### src/rtl/pong_pkg.sv
// Shared types and constants for the paddle front-end.
package pong_pkg;

  // Game control states
  typedef enum logic [1:0] {
    IDLE  = 2'd0,
    PLAY  = 2'd1,
    PAUSE = 2'd2
  } game_state_t;

  // Bit positions inside the 4-bit key vectors
  localparam int KEY_DOWN  = 0;
  localparam int KEY_UP    = 1;
  localparam int KEY_START = 2;
  localparam int KEY_RST   = 3;
  localparam int NUM_KEYS  = 4;

  // Width of a counter that must hold values 0..n-1 (never narrower than 1 bit)
  function automatic int cnt_width(input int n);
    return (n < 2) ? 1 : $clog2(n);
  endfunction

endpackage

### src/rtl/key_debounce.sv
// Single-bit push-button conditioner: 2-flop synchroniser followed by a
// stability counter. The debounced output only follows the synchronised
// input after it has differed for DEB_CYCLES consecutive cycles.
module key_debounce
  import pong_pkg::*;
#(
  parameter int DEB_CYCLES = 250000
) (
  input  logic VGA_CLK,
  input  logic reset,
  input  logic raw,
  output logic deb
);

  localparam int              CW       = cnt_width(DEB_CYCLES);
  localparam logic [CW-1:0]   CNT_LAST = CW'(DEB_CYCLES - 1);

  logic          sync_a;
  logic          sync_b;
  logic [CW-1:0] cnt;

  // Two-stage synchroniser; idles at the released (high) level
  // NOTE: sequential state uses non-blocking assignments so every flop samples pre-edge values.
  always_ff @(posedge VGA_CLK or posedge reset) begin
    if (reset) begin
      sync_a <= 1'b1;
      sync_b <= 1'b1;
    end else begin
      sync_a <= raw;
      sync_b <= sync_a;
    end
  end

  // Stability counter: any agreement restarts it, the last count commits the new level
  always_ff @(posedge VGA_CLK or posedge reset) begin
    if (reset) begin
      cnt <= '0;
      deb <= 1'b1;
    end else if (sync_b == deb) begin
      cnt <= '0;
    end else if (cnt == CNT_LAST) begin
      cnt <= '0;
      deb <= sync_b;
    end else begin
      cnt <= cnt + 1'b1;
    end
  end

endmodule

### src/rtl/paddle_key_ctrl.sv
// Paddle input front-end: debounces the four active-low buttons, generates
// the move_clock pacing square wave, runs the IDLE/PLAY/PAUSE game state
// machine and stretches the game reset so the paddle is sure to see it.
//
// Build option: define MOVE_ACCEL_EN to add key-hold acceleration, which
// halves the move_clock half-period after ACCEL_HOLD move_clock periods of a
// single direction key held in PLAY.
module paddle_key_ctrl
  import pong_pkg::*;
#(
  parameter int DEB_CYCLES = 250000,
  parameter int MOVE_HALF  = 312500
`ifdef MOVE_ACCEL_EN
  ,
  parameter int ACCEL_HOLD = 20
`endif
) (
  input  logic       VGA_CLK,
  input  logic       reset,
  input  logic [3:0] key_raw,
  output logic [3:0] key,
  output logic       move_clock,
  output logic       start,
  output logic       game_reset
);

  localparam int               DIV_W     = cnt_width(MOVE_HALF);
  localparam logic [DIV_W-1:0] HALF_LAST = DIV_W'(MOVE_HALF - 1);

  // ------------------------------------------------------------------
  // Key conditioning
  // ------------------------------------------------------------------
  logic [NUM_KEYS-1:0] key_deb;

  for (genvar i = 0; i < NUM_KEYS; i++) begin : g_deb
    key_debounce #(
      .DEB_CYCLES (DEB_CYCLES)
    ) u_deb (
      .VGA_CLK (VGA_CLK),
      .reset   (reset),
      .raw     (key_raw[i]),
      .deb     (key_deb[i])
    );
  end

  // Previous debounced level of the two control keys, for press detection
  logic start_prev;
  logic rst_prev;
  logic press_start;
  logic press_rst;

  // Delay the control keys by one cycle to find their falling edges
  always_ff @(posedge VGA_CLK or posedge reset) begin
    if (reset) begin
      start_prev <= 1'b1;
      rst_prev   <= 1'b1;
    end else begin
      start_prev <= key_deb[KEY_START];
      rst_prev   <= key_deb[KEY_RST];
    end
  end

  // A press is the debounced 1->0 transition, high for exactly one cycle
  assign press_start = start_prev & ~key_deb[KEY_START];
  assign press_rst   = rst_prev   & ~key_deb[KEY_RST];

  // ------------------------------------------------------------------
  // Game state machine
  // ------------------------------------------------------------------
  game_state_t state;
  game_state_t state_next;
  logic        freeze;

  // State register
  always_ff @(posedge VGA_CLK or posedge reset) begin
    if (reset) state <= IDLE;
    else       state <= state_next;
  end

  // Next-state logic; the game reset key overrides start/pause
  always_comb begin
    // NOTE: default assignment first so no path leaves state_next unassigned (no latch).
    state_next = state;
    if (press_rst) begin
      state_next = IDLE;
    end else begin
      unique case (state)
        IDLE:    if (press_start) state_next = PLAY;
        PLAY:    if (press_start) state_next = PAUSE;
        PAUSE:   if (press_start) state_next = PLAY;
        default: state_next = IDLE;
      endcase
    end
  end

  // State outputs: running flag and direction freeze while paused
  always_comb begin
    start  = 1'b0;
    freeze = 1'b0;
    unique case (state)
      IDLE:    ;
      PLAY:    start = 1'b1;
      PAUSE: begin
        start  = 1'b1;
        freeze = 1'b1;
      end
      default: ;
    endcase
  end

  // Direction keys are released (high) while paused; control keys always pass
  assign key = {key_deb[KEY_RST], key_deb[KEY_START],
                freeze ? 2'b11 : key_deb[KEY_UP:KEY_DOWN]};

  // ------------------------------------------------------------------
  // move_clock divider
  // ------------------------------------------------------------------
  logic [DIV_W-1:0] div_cnt;
  logic [DIV_W-1:0] div_last;
  logic             div_wrap;

  // A >= compare lets a shortened or restored terminal take effect cleanly
  assign div_wrap = (div_cnt >= div_last);

  // Free-running divider; move_clock toggles on every wrap
  always_ff @(posedge VGA_CLK or posedge reset) begin
    if (reset) begin
      div_cnt    <= '0;
      move_clock <= 1'b0;
    end else if (div_wrap) begin
      div_cnt    <= '0;
      move_clock <= ~move_clock;
    end else begin
      div_cnt    <= div_cnt + 1'b1;
    end
  end

`ifdef MOVE_ACCEL_EN
  // ------------------------------------------------------------------
  // Key-hold acceleration
  // ------------------------------------------------------------------
  localparam int               FAST_HALF = (MOVE_HALF / 2 > 0) ? MOVE_HALF / 2 : 1;
  localparam logic [DIV_W-1:0] FAST_LAST = DIV_W'(FAST_HALF - 1);
  localparam int               HOLD_W    = cnt_width(ACCEL_HOLD + 1);
  localparam logic [HOLD_W-1:0] HOLD_MAX = HOLD_W'(ACCEL_HOLD);

  logic              move_rise;
  logic              one_dir;
  logic [HOLD_W-1:0] hold_cnt;

  // move_clock is about to go 0->1 on this edge
  assign move_rise = div_wrap & ~move_clock;
  // Exactly one direction key held while the game is running
  assign one_dir   = (state == PLAY) & (key_deb[KEY_UP] ^ key_deb[KEY_DOWN]);

  // Count move_clock periods of a steady single-direction hold, saturating
  always_ff @(posedge VGA_CLK or posedge reset) begin
    if (reset) begin
      hold_cnt <= '0;
    end else if (!one_dir) begin
      hold_cnt <= '0;
    end else if (move_rise && (hold_cnt != HOLD_MAX)) begin
      hold_cnt <= hold_cnt + 1'b1;
    end
  end

  assign div_last = (hold_cnt == HOLD_MAX) ? FAST_LAST : HALF_LAST;
`else
  assign div_last = HALF_LAST;
`endif

  // ------------------------------------------------------------------
  // Game reset stretcher
  // ------------------------------------------------------------------
  logic move_prev;

  // One-cycle delayed move_clock, to see the cycle right after its rise
  always_ff @(posedge VGA_CLK or posedge reset) begin
    if (reset) move_prev <= 1'b0;
    else       move_prev <= move_clock;
  end

  // Hold the reset request until the paddle has seen one move_clock rise
  always_ff @(posedge VGA_CLK or posedge reset) begin
    if (reset) begin
      game_reset <= 1'b1;
    end else if (press_rst) begin
      game_reset <= 1'b1;
    end else if (move_clock && !move_prev) begin
      game_reset <= 1'b0;
    end
  end

endmodule

### config.mk
export PLATFORM = sky130hd
export DESIGN_NAME = paddle_key_ctrl
export DESIGN_NICKNAME = d
export VERILOG_FILES = /design/src/rtl/pong_pkg.sv /design/src/rtl/key_debounce.sv /design/src/rtl/paddle_key_ctrl.sv
export SDC_FILE = /design/constraint.sdc
export NUM_CORES = 1
export LEC_CHECK = 0
export ABC_CLOCK_PERIOD_IN_PS = 5600
export CAP_MARGIN = 20
export CORE_MARGIN = 1.5
export CORE_UTILIZATION = 49
export CTS_CLUSTER_SIZE = 40
export DETAILED_ROUTE_END_ITERATION = 8
export GPL_ROUTABILITY_DRIVEN = 0
export PLACE_DENSITY = 0.65
export SLEW_MARGIN = 20
export SYNTH_ARGS = -nofsm -noshare
export SYNTH_HDL_FRONTEND = slang
export SYNTH_HIERARCHICAL = 1
export SYNTH_SLANG_ARGS = --single-unit
### constraint.sdc
create_clock -name VGA_CLK -period 5.6 [get_ports VGA_CLK]
set_clock_uncertainty 0.15 [all_clocks]
set_input_delay 0.84 -clock VGA_CLK [delete_from_list [all_inputs] [get_ports VGA_CLK]]
set_output_delay 0.84 -clock VGA_CLK [all_outputs]
set_load 0.02 [all_outputs]
# Word-level counts from Yosys, hierarchy flattened
# Index checks and enable logic that the tools add are counted.
# word_totals
register_bits,110
input_bits,6
out_inout_bits,7
wordCells,79
# op_classes
addsub,5
magnitude_cmp,1
eq_ne,12
n_mux,18
bitwise,9
n_reduce_logical,11
# ops
operator,n
$mux W18,8
$add A18 B1 Y18 const B,4
$eq A18 B18 Y1 const B,4
$add A19 B1 Y19 const B,1
$ge A19 B19 Y1 const B,1
$mux W19,1
$reduce_and A2 Y1,5
$mux W2,4
$not A1 Y1,7
$eq A1 B1 Y1,4
$mux W1,4
$pmux W2 S2,1
$reduce_or A2 Y1,2
$ne A3 B1 Y1 const B,1
$ne A3 B3 Y1 const B,1
$and A1 B1 Y1,2
$eq A2 B1 Y1 const B,1
$eq A2 B2 Y1 const B,1
$logic_not A2 Y1,1
$reduce_bool A2 Y1,1
$logic_and A1 B1 Y1,1
$logic_not A1 Y1,1

# Longest topological paths before layout
# Gate-level depths: netlist of the first run.
# logic_depth
word_depth,5
mapped_depth,6
depth_no_buf,5

# Modules after synthesis
# The synthesis of the first run kept the hierarchy.
# by_module_without_submodules
mod,n_inst,cells_each,area_per_inst_um2,seq_area_each_um2
key_debounce,4,95,1016.0,529.3
paddle_key_ctrl,1,137,1435.1,654.4

# Worst setup path after synthesis of the first run
# Ideal clock, no wire load.
# synth_timing
kind,reg2out
start,register state[0]
end,output port key[0]
arrival_ps,942
t_required_ps,4610
path_slack_ps,3668
stages_incl_launch_ff,4
path_buffers,0
cell_sequence,dfrtp_1 inv_1 ha_1 or2_2
# synth_via
elab_chain_cells,3
# synth_rtl
element,line_no,rtl
from (decl),paddle_key_ctrl.sv:70,game_state_t state;
from (signal assigned),paddle_key_ctrl.sv:77,else state <= state_next;
$eq A2 B2 Y1,paddle_key_ctrl.sv:100,unique case (state)
$mux W1,paddle_key_ctrl.sv:100,
$mux W2,paddle_key_ctrl.sv:113,freeze ? 2'b11 : key_deb[KEY_UP:KEY_DOWN]};
to (decl),paddle_key_ctrl.sv:21,"output logic [3:0] key,"
# No other way between the ends.

# Worst setup path after layout of the first run
# layout_timing
start,register state[0]
end,output port key[1]
# Same word-level chain as after synthesis.

==> qor.yml, run 1 <==
whs_path_depth: 0
yosysUniqueCellTypes: 46
grtUsageMet3_pct: 5.738
synthFlopType: "dfrtp_1"
path_clk_slew_ns: 0.09
synth_compound_area_share_pct: 9.078
place_ws_ns: 3.163
path_delay_family: "buffers and inverters"
clk_latency_ns: 0.38
core-area_mm2: 0.01089
drive_gt1_share_pct: 12.20
use_met2_pct: 28.53
die_h_um: 108.9
synth_xor_area_share_pct: 11.63
initial_core_util_pct: 50.51
antenna_found_initial: 0
numPortBuffers: 12
path_buf_inv: 2
hold_buffers: 0
grt_overflow: 0
setup_violations: 0
cts_tree: "done"
power.leakage_nw: 2.484
yosysWarnings: 6
drt-wirelength-per-cell_um: 14.22
first_iter_violations: 209
period_share_pct: 50.85
cpPeakStageDelay_ns: 0.53
tightest_slew_ns: 0.9832
n_antenna_cell: 0
cap_violations: 0
syn_inst: 517
setup_ws_ns: 2.752
drt-total-wl_mm: 9.569
synth_fa_ha_area_share_pct: 1.820
cts_root_buf: "clkbuf_8"
cts.path.max_buffers: 2
met1_usage_pct: 23.85
rr_worst_depth: 4
cts_setup_buffers: 0
irDropWorstVdd_uv: 166.3
seq_area_frac_synth_pct: 50.40
cp-startpoint: "state[0]$_DFFE_PP0P_"
status: "finished clean"
fin_tns_setup_ns: 0
htree_num_levels: 3
synthMuxAreaShare_pct: 0.8191
drv_slew: 0
finalCriticalPeriod_ns: 2.848
worstSetupPathType: "reg -> out"
drt-pass1-iter-count: 4
fin_nets: 542
rsz0062_at_grt: "false"
cts_resized: 0
cts_made_buffers: 9
dr_total_vias: 3733
final_hold_viol_count: 0
arrival_ns: 1.86
netlist_area_mm2: 0.005499
drc: 0
grt.busiest_layer: "met2"
crit_path_end_kind: "output port"
synth-seq-cells: 110
fp-row-count: 38
cp_slowest_cell: "clkdlybuf4s50_1"
syn_nets: 531
worst_slew_margin_rel_pct: 34.23
final_antenna_net_count: 0
grt_pass1_wl_mm: 16.81
min-delay-start: "g_deb[3].u_deb/sync_a$_DFF_PP1_"
path_max_fanout: 3
avgSynthCellArea_um2: 10.64
rr_startpoint: "g_deb[1].u_deb/cnt[0]$_DFF_PP0_"
powerDensity_mw_per_mm2: 221.2
async_flop_share_pct: 100.0
via_per_inst: 5.547
area_growth_pct: 7.372
dpl.hpwl_mm: 6.544
die_w_um: 108.9
io_pins: 13
start_kind: "register"
fmax_ghz: 0.3512
dieArea_mm2: 0.01187
cp_cell_sequence: "inv_1 -> ha_1 -> or2_2 -> clkdlybuf4s50_1"
track_usage_pct: 18.04
grt_max_degree: 27
synth_edf_count: 0
clock_sinks: 110
synthSimpleGateAreaFrac_pct: 23.44
worstPathRequired_ns: 4.61
path_depth: 4
synth_top_family_by_area: "simple AND/OR/NAND/NOR gates"
grt_pass1_vias: 3681
min_path_type: "reg -> reg"
fillers: 967
==> worst register-to-register path, stage by stage (launching register included) <==
cell	delay (ns)
dfrtp_1	0.40
ha_1	0.24
nand4_1	0.24
o41ai_4	0.98
nor2_1	0.14
==> worst paths after layout <==
check / end / slack (ns)
hold reg to reg: g_deb[3].u_deb/sync_b$_DFF_PP1_ / 0.21
setup / recovery: key[1] / 2.75
hold / removal: g_deb[3].u_deb/sync_b$_DFF_PP1_ / 0.21
setup reg to reg: g_deb[1].u_deb/cnt[16]$_DFF_PP0_ / 3.29
max in group asynchronous: g_deb[3].u_deb/cnt[7]$_DFF_PP0_ / 3.89
min in group asynchronous: div_cnt[6]$_DFF_PP0_ / 0.71
==> flip-flops by register name, summed over array words and instances, names as in the netlist <==
signal / cells
start_prev: 1
rst_prev: 1
move_prev: 1
game_reset: 1
div_cnt: 19
g_deb.u_deb/sync_b: 4
g_deb.u_deb/cnt: 72
move_clock: 1
state: 2
g_deb.u_deb/deb: 4
g_deb.u_deb/sync_a: 4
==> synthesized netlist by cell type (2+ instances only) <==
cell	number	share of area, %
nor3_1	2	0.18
o21ai_1	2	0.18
dfstp_2	15	7.2
and3_1	4	0.45
inv_1	15	1.0
buf_4	2	0.27
a21oi_2	10	1.6
or2_2	2	0.23
and4_2	8	1.5
or4_4	4	0.82
nor2b_1	5	0.57
or3_1	12	1.4
nor4_1	12	1.4
o41ai_4	4	2.0
nor2_1	77	5.3
or4_1	4	0.55
ha_1	8	1.8
nand3_1	33	3.0
o31ai_1	4	0.55
xnor2_1	28	4.5
nand2b_1	6	0.68
a211o_1	3	0.48
a21oi_1	16	1.5
xor2_1	45	7.2
mux2_2	4	0.82
o21ai_0	7	0.64
nand4_1	25	2.8
buf_6	5	1.0
nand2_1	24	1.6
and2_1	5	0.57
dfrtp_1	95	43
buf_2	4	0.36
and4_1	14	2.2
==> per-stage QoR <==
step	area, um^2	total power, mW	cells	util, %	hold slack [ns]
3_3_place_gp	5695	0.8748	656	52.31	0.1962
2_1_floorplan	5499	0.8637	517	-	0.1952
5_1_grt	5904	1.368	673	54.23	0.2200
4_1_cts	5877	1.330	672	53.98	0.2151
6_report	5904	1.306	673	54.23	0.2118
3_5_place_dp	5695	0.8762	656	52.31	0.1999
==> cells in the final DEF (no fill, tap or decap), drive strengths merged, types with 9 or more instances in the layout <==
| master | n |
|---|---|
| nand4 | 26 |
| nor4 | 12 |
| clkbuf | 15 |
| clkdlybuf4s50 | 12 |
| inv | 15 |
| or3 | 12 |
| and4 | 22 |
| o21ai | 9 |
| dfstp | 15 |
| a21oi | 26 |
| nor2 | 77 |
| dfrtp | 95 |
| nand3 | 33 |
| xor2 | 45 |
| nand2 | 24 |
| xnor2 | 28 |
==> routing by layer <==
metal | up-vias | wire (um)
met2 | 52 | 4442
met3 | 11 | 344
met1 | 1822 | 4637
met4 | 0 | 144
met5 | - | 0
li1 | 1848 | -
==> report_power, final <==
group | internal (mW) | total [mW] | switching, mW
Clock | 0.199 | 0.444 | 0.246
Combinational | 0.0151 | 0.0471 | 0.0320
Sequential | 0.806 | 0.815 | 0.00834
Total | 1.02 | 1.31 | 0.286
==> layout make-up <==
cell class	count	area [um^2]	area share [%]
Tap cell	140	175.2	2.967
Inverter	15	56.30	0.9536
Timing Repair Buffer	13	147.6	2.501
Sequential cell	110	2771	46.94
Clock inverter	1	5.005	0.08476
Clock buffer	15	176.4	2.988
Multi-Input combinational cell	379	2572	43.57
==> logic make-up after synthesis <==
logic type	Yosys count
AO/OA/AOI/OAI	56
XOR/XNOR	73
adder cells (fa/ha/maj)	8
buffers and inverters	28
flip-flops	110
multiplexers	4
AND/OR/NAND/NOR	238
Note: power is estimated with default switching activity, not from simulation.
==> inputs of run 2 (changes only) <==
--- a/config.mk
+++ b/config.mk
@@ -5,7 +5,7 @@
 export SDC_FILE = /design/constraint.sdc
 export NUM_CORES = 1
 export LEC_CHECK = 0
-export ABC_CLOCK_PERIOD_IN_PS = 5600
+export ABC_CLOCK_PERIOD_IN_PS = 2750
 export CAP_MARGIN = 20
 export CORE_MARGIN = 1.5
 export CORE_UTILIZATION = 49
==> constraint.sdc (replaced) <==
create_clock -name VGA_CLK -period 2.75 [get_ports VGA_CLK]
set_clock_uncertainty 0.15 [all_clocks]
set_input_delay 0.4125 -clock VGA_CLK [delete_from_list [all_inputs] [get_ports VGA_CLK]]
set_output_delay 0.4125 -clock VGA_CLK [all_outputs]
set_load 0.02 [all_outputs]
==> run 2 against run 1 <==
Effect of this change: count of clock-buffer cells in the layout decreased by 3; sequential power increased by 100%; via count increased by 1.7%; non-clock buffer count increased by 7; final area increased by 0.32%; power increased by 100%; worst setup slack got worse by 2.4 ns; critical path depth unchanged; clock power increased by 95%; routed wire length increased by 1.2%; core utilization increased by 0.17 points; final cell count increased by 1.0%; critical path type unchanged; largest cell class unchanged; largest power group unchanged; highest routed layer unchanged.
==> qor.yml, run 2 (synthesis gave the netlist of run 1 again) <==
cts_resized: 0  # unchanged
cts_setup_buffers: 0  # unchanged
clkPwrFrac_pct: 33.0  # -1.0 points
path_clk_slew_ns: 0.09  # about the same
dr_total_vias: 3796  # +1.7%
swShare_pct: 22.82  # +0.92 points
path_delay_family: "buffers and inverters"
initial_core_util_pct: 50.51  # unchanged
cp_slowest_cell: "clkdlybuf4s50_1"
dieArea_mm2: 0.01187  # unchanged
path_max_fanout: 3  # unchanged
final_hold_viol_count: 0  # unchanged
cap_violations: 0  # unchanged
drive_gt1_share_pct: 13.52  # +1.3 points
fin_tns_setup_ns: 0  # unchanged
combPwrFrac_pct: 3.8  # +0.2 points
drt-pass1-iter-count: 4  # unchanged
drc: 0  # unchanged
final_antenna_net_count: 0  # unchanged
cts_root_buf: "clkbuf_8"
cts.path.max_buffers: 2  # unchanged
worstSetupPathType: "reg -> out"
start_kind: "register"
via_per_inst: 5.582  # +0.64%
n_antenna_cell: 0  # unchanged
clk_latency_ns: 0.38  # about the same
cp_cell_sequence: "inv_1 -> ha_1 -> or2_2 -> clkdlybuf4s50_1"
io_pins: 13  # unchanged
period_share_pct: 88.99
tightest_slew_ns: 0.7900  # -0.1932 ns
cts_made_buffers: 9  # unchanged
worstPathRequired_ns: 2.19  # -2.42 ns
top_register: "g_deb.u_deb/cnt"
seqPwrFrac_pct: 63.2  # +0.8 points
reg_top3: "g_deb.u_deb/cnt (72), div_cnt (19)"
setup_violations: 0  # unchanged
min_path_type: "reg -> reg"
fmax_ghz: 0.4086
reg2reg_slack_ns: 0.57  # -2.72 ns
arrival_ns: 1.88  # +0.02 ns
drv_slew: 0  # unchanged
hold_ws_ns: 0.2109  # -0.0008960 ns
final_cell_mix: "dfrtp_1, nor2_1, xor2_1, nand3_1, xnor2_1"
area_growth_pct: 7.713
numPortBuffers: 12  # unchanged
track_usage_pct: 18.54  # +0.50 points
path_buf_inv: 2  # unchanged
status: "finished clean"
grt_max_degree: 22  # -19%
clock_sinks: 110  # unchanged
dpl_cell_area_mm2: 0.005756  # +1.1%
core-area_mm2: 0.01089  # unchanged
grt_overflow: 0  # unchanged
largest_reg_flops: 72  # unchanged
first_iter_violations: 195  # -6.7%
finalCriticalPeriod_ns: 2.447
layout_commonest_cell: "dfrtp_1"
irDropWorstVdd_uv: 365.8  # +120%
hold_buffers: 0  # unchanged
die_w_um: 108.9  # unchanged
cts_tree: "done"
powerDensity_mw_per_mm2: 443.0  # +100%
power.leakage_nw: 2.503  # +0.76%
power.internal_mw: 2.025  # +99%
fp-row-count: 38  # unchanged
antenna_found_initial: 0  # unchanged
die_h_um: 108.9  # unchanged
grt_pass1_vias: 3762  # +2.2%
grt_pass1_wl_mm: 17.19  # +2.3%
cpPeakStageDelay_ns: 0.53  # about the same
crit_path_end_kind: "output port"
htree_num_levels: 3  # unchanged
rsz0062_at_grt: "false"
worst_slew_margin_rel_pct: 47.27  # +13 points
dpl.hpwl_mm: 6.866  # +4.9%
fin_nets: 549  # +1.3%
p_sw_uw: 598.6  # +110%
drt-wirelength-per-cell_um: 14.24  # +0.18%
drt-total-wl_mm: 9.686  # +1.2%
fin_area_mm2: 0.005923  # +0.32%
## run 2: final cells by class
| cell class | instances | area [um^2] |
|---|---|---|
| clock buffers | 12 | 145.1 |
| inverters | 15 | 56.30 |
| flip-flops and latches | 110 | 2771 |
| clock inverters | 4 | 22.52 |
| well taps | 140 | 175.2 |
| repair buffers | 20 | 180.2 |
| fillers | 963 | 4965 |
| multi-input cells | 379 | 2572 |
## run 2: final timing paths
path	from	endpoint	depth (start not counted)
max	state[0]$_DFFE_PP0P_	key[0]	4
min	g_deb[3].u_deb/sync_a$_DFF_PP1_	g_deb[3].u_deb/sync_b$_DFF_PP1_	0
max reg2reg	g_deb[2].u_deb/cnt[0]$_DFF_PP0_	g_deb[2].u_deb/cnt[8]$_DFF_PP0_	5
min reg2reg	g_deb[3].u_deb/sync_a$_DFF_PP1_	g_deb[3].u_deb/sync_b$_DFF_PP1_	0
max in group asynchronous	reset	g_deb[2].u_deb/cnt[2]$_DFF_PP0_	2
min in group asynchronous	reset	state[1]$_DFFE_PP0P_	2
## run 2: power by group through the flow
| stage | Combinational (mW) | Sequential, mW | Clock (mW) |
|---|---|---|---|
| global placement | 0.0993 | 1.69 | 0 |
| detailed placement | 0.102 | 1.69 | 0 |
| finish | 0.0984 | 1.66 | 0.866 |
| floorplan | 0.0728 | 1.69 | 0 |
| global route | 0.117 | 1.66 | 0.981 |
| CTS | 0.103 | 1.66 | 0.916 |
## run 2: routing by layer
metal	wire length (um)	up-vias	track usage, %
met5	0	-	0
met4	131	0	5.545
met3	260	9	5.918
met2	4559	26	29.46
met1	4734	1889	24.22
li1	-	1872	-
## run 2: worst register-to-register path, stage by stage, from the launching register on
cell and delay, ns:
dfrtp_1 0.39, ha_1 0.25, nand4_1 0.27, o41ai_4 0.69, buf_4 0.27, nor2_1 0.06
## run 2: metrics by stage
step | power (mW) | setup slack, ns | instances | utilization, %
after floorplan | 1.759 | 0.8381 | 517 | -
after global placement | 1.788 | 0.5968 | 664 | 52.86
after detailed placement | 1.793 | 0.5611 | 664 | 52.86
after CTS | 2.678 | 0.2656 | 680 | 54.40
after global routing | 2.761 | 0.1856 | 680 | 54.40
final | 2.624 | 0.3028 | 680 | 54.40
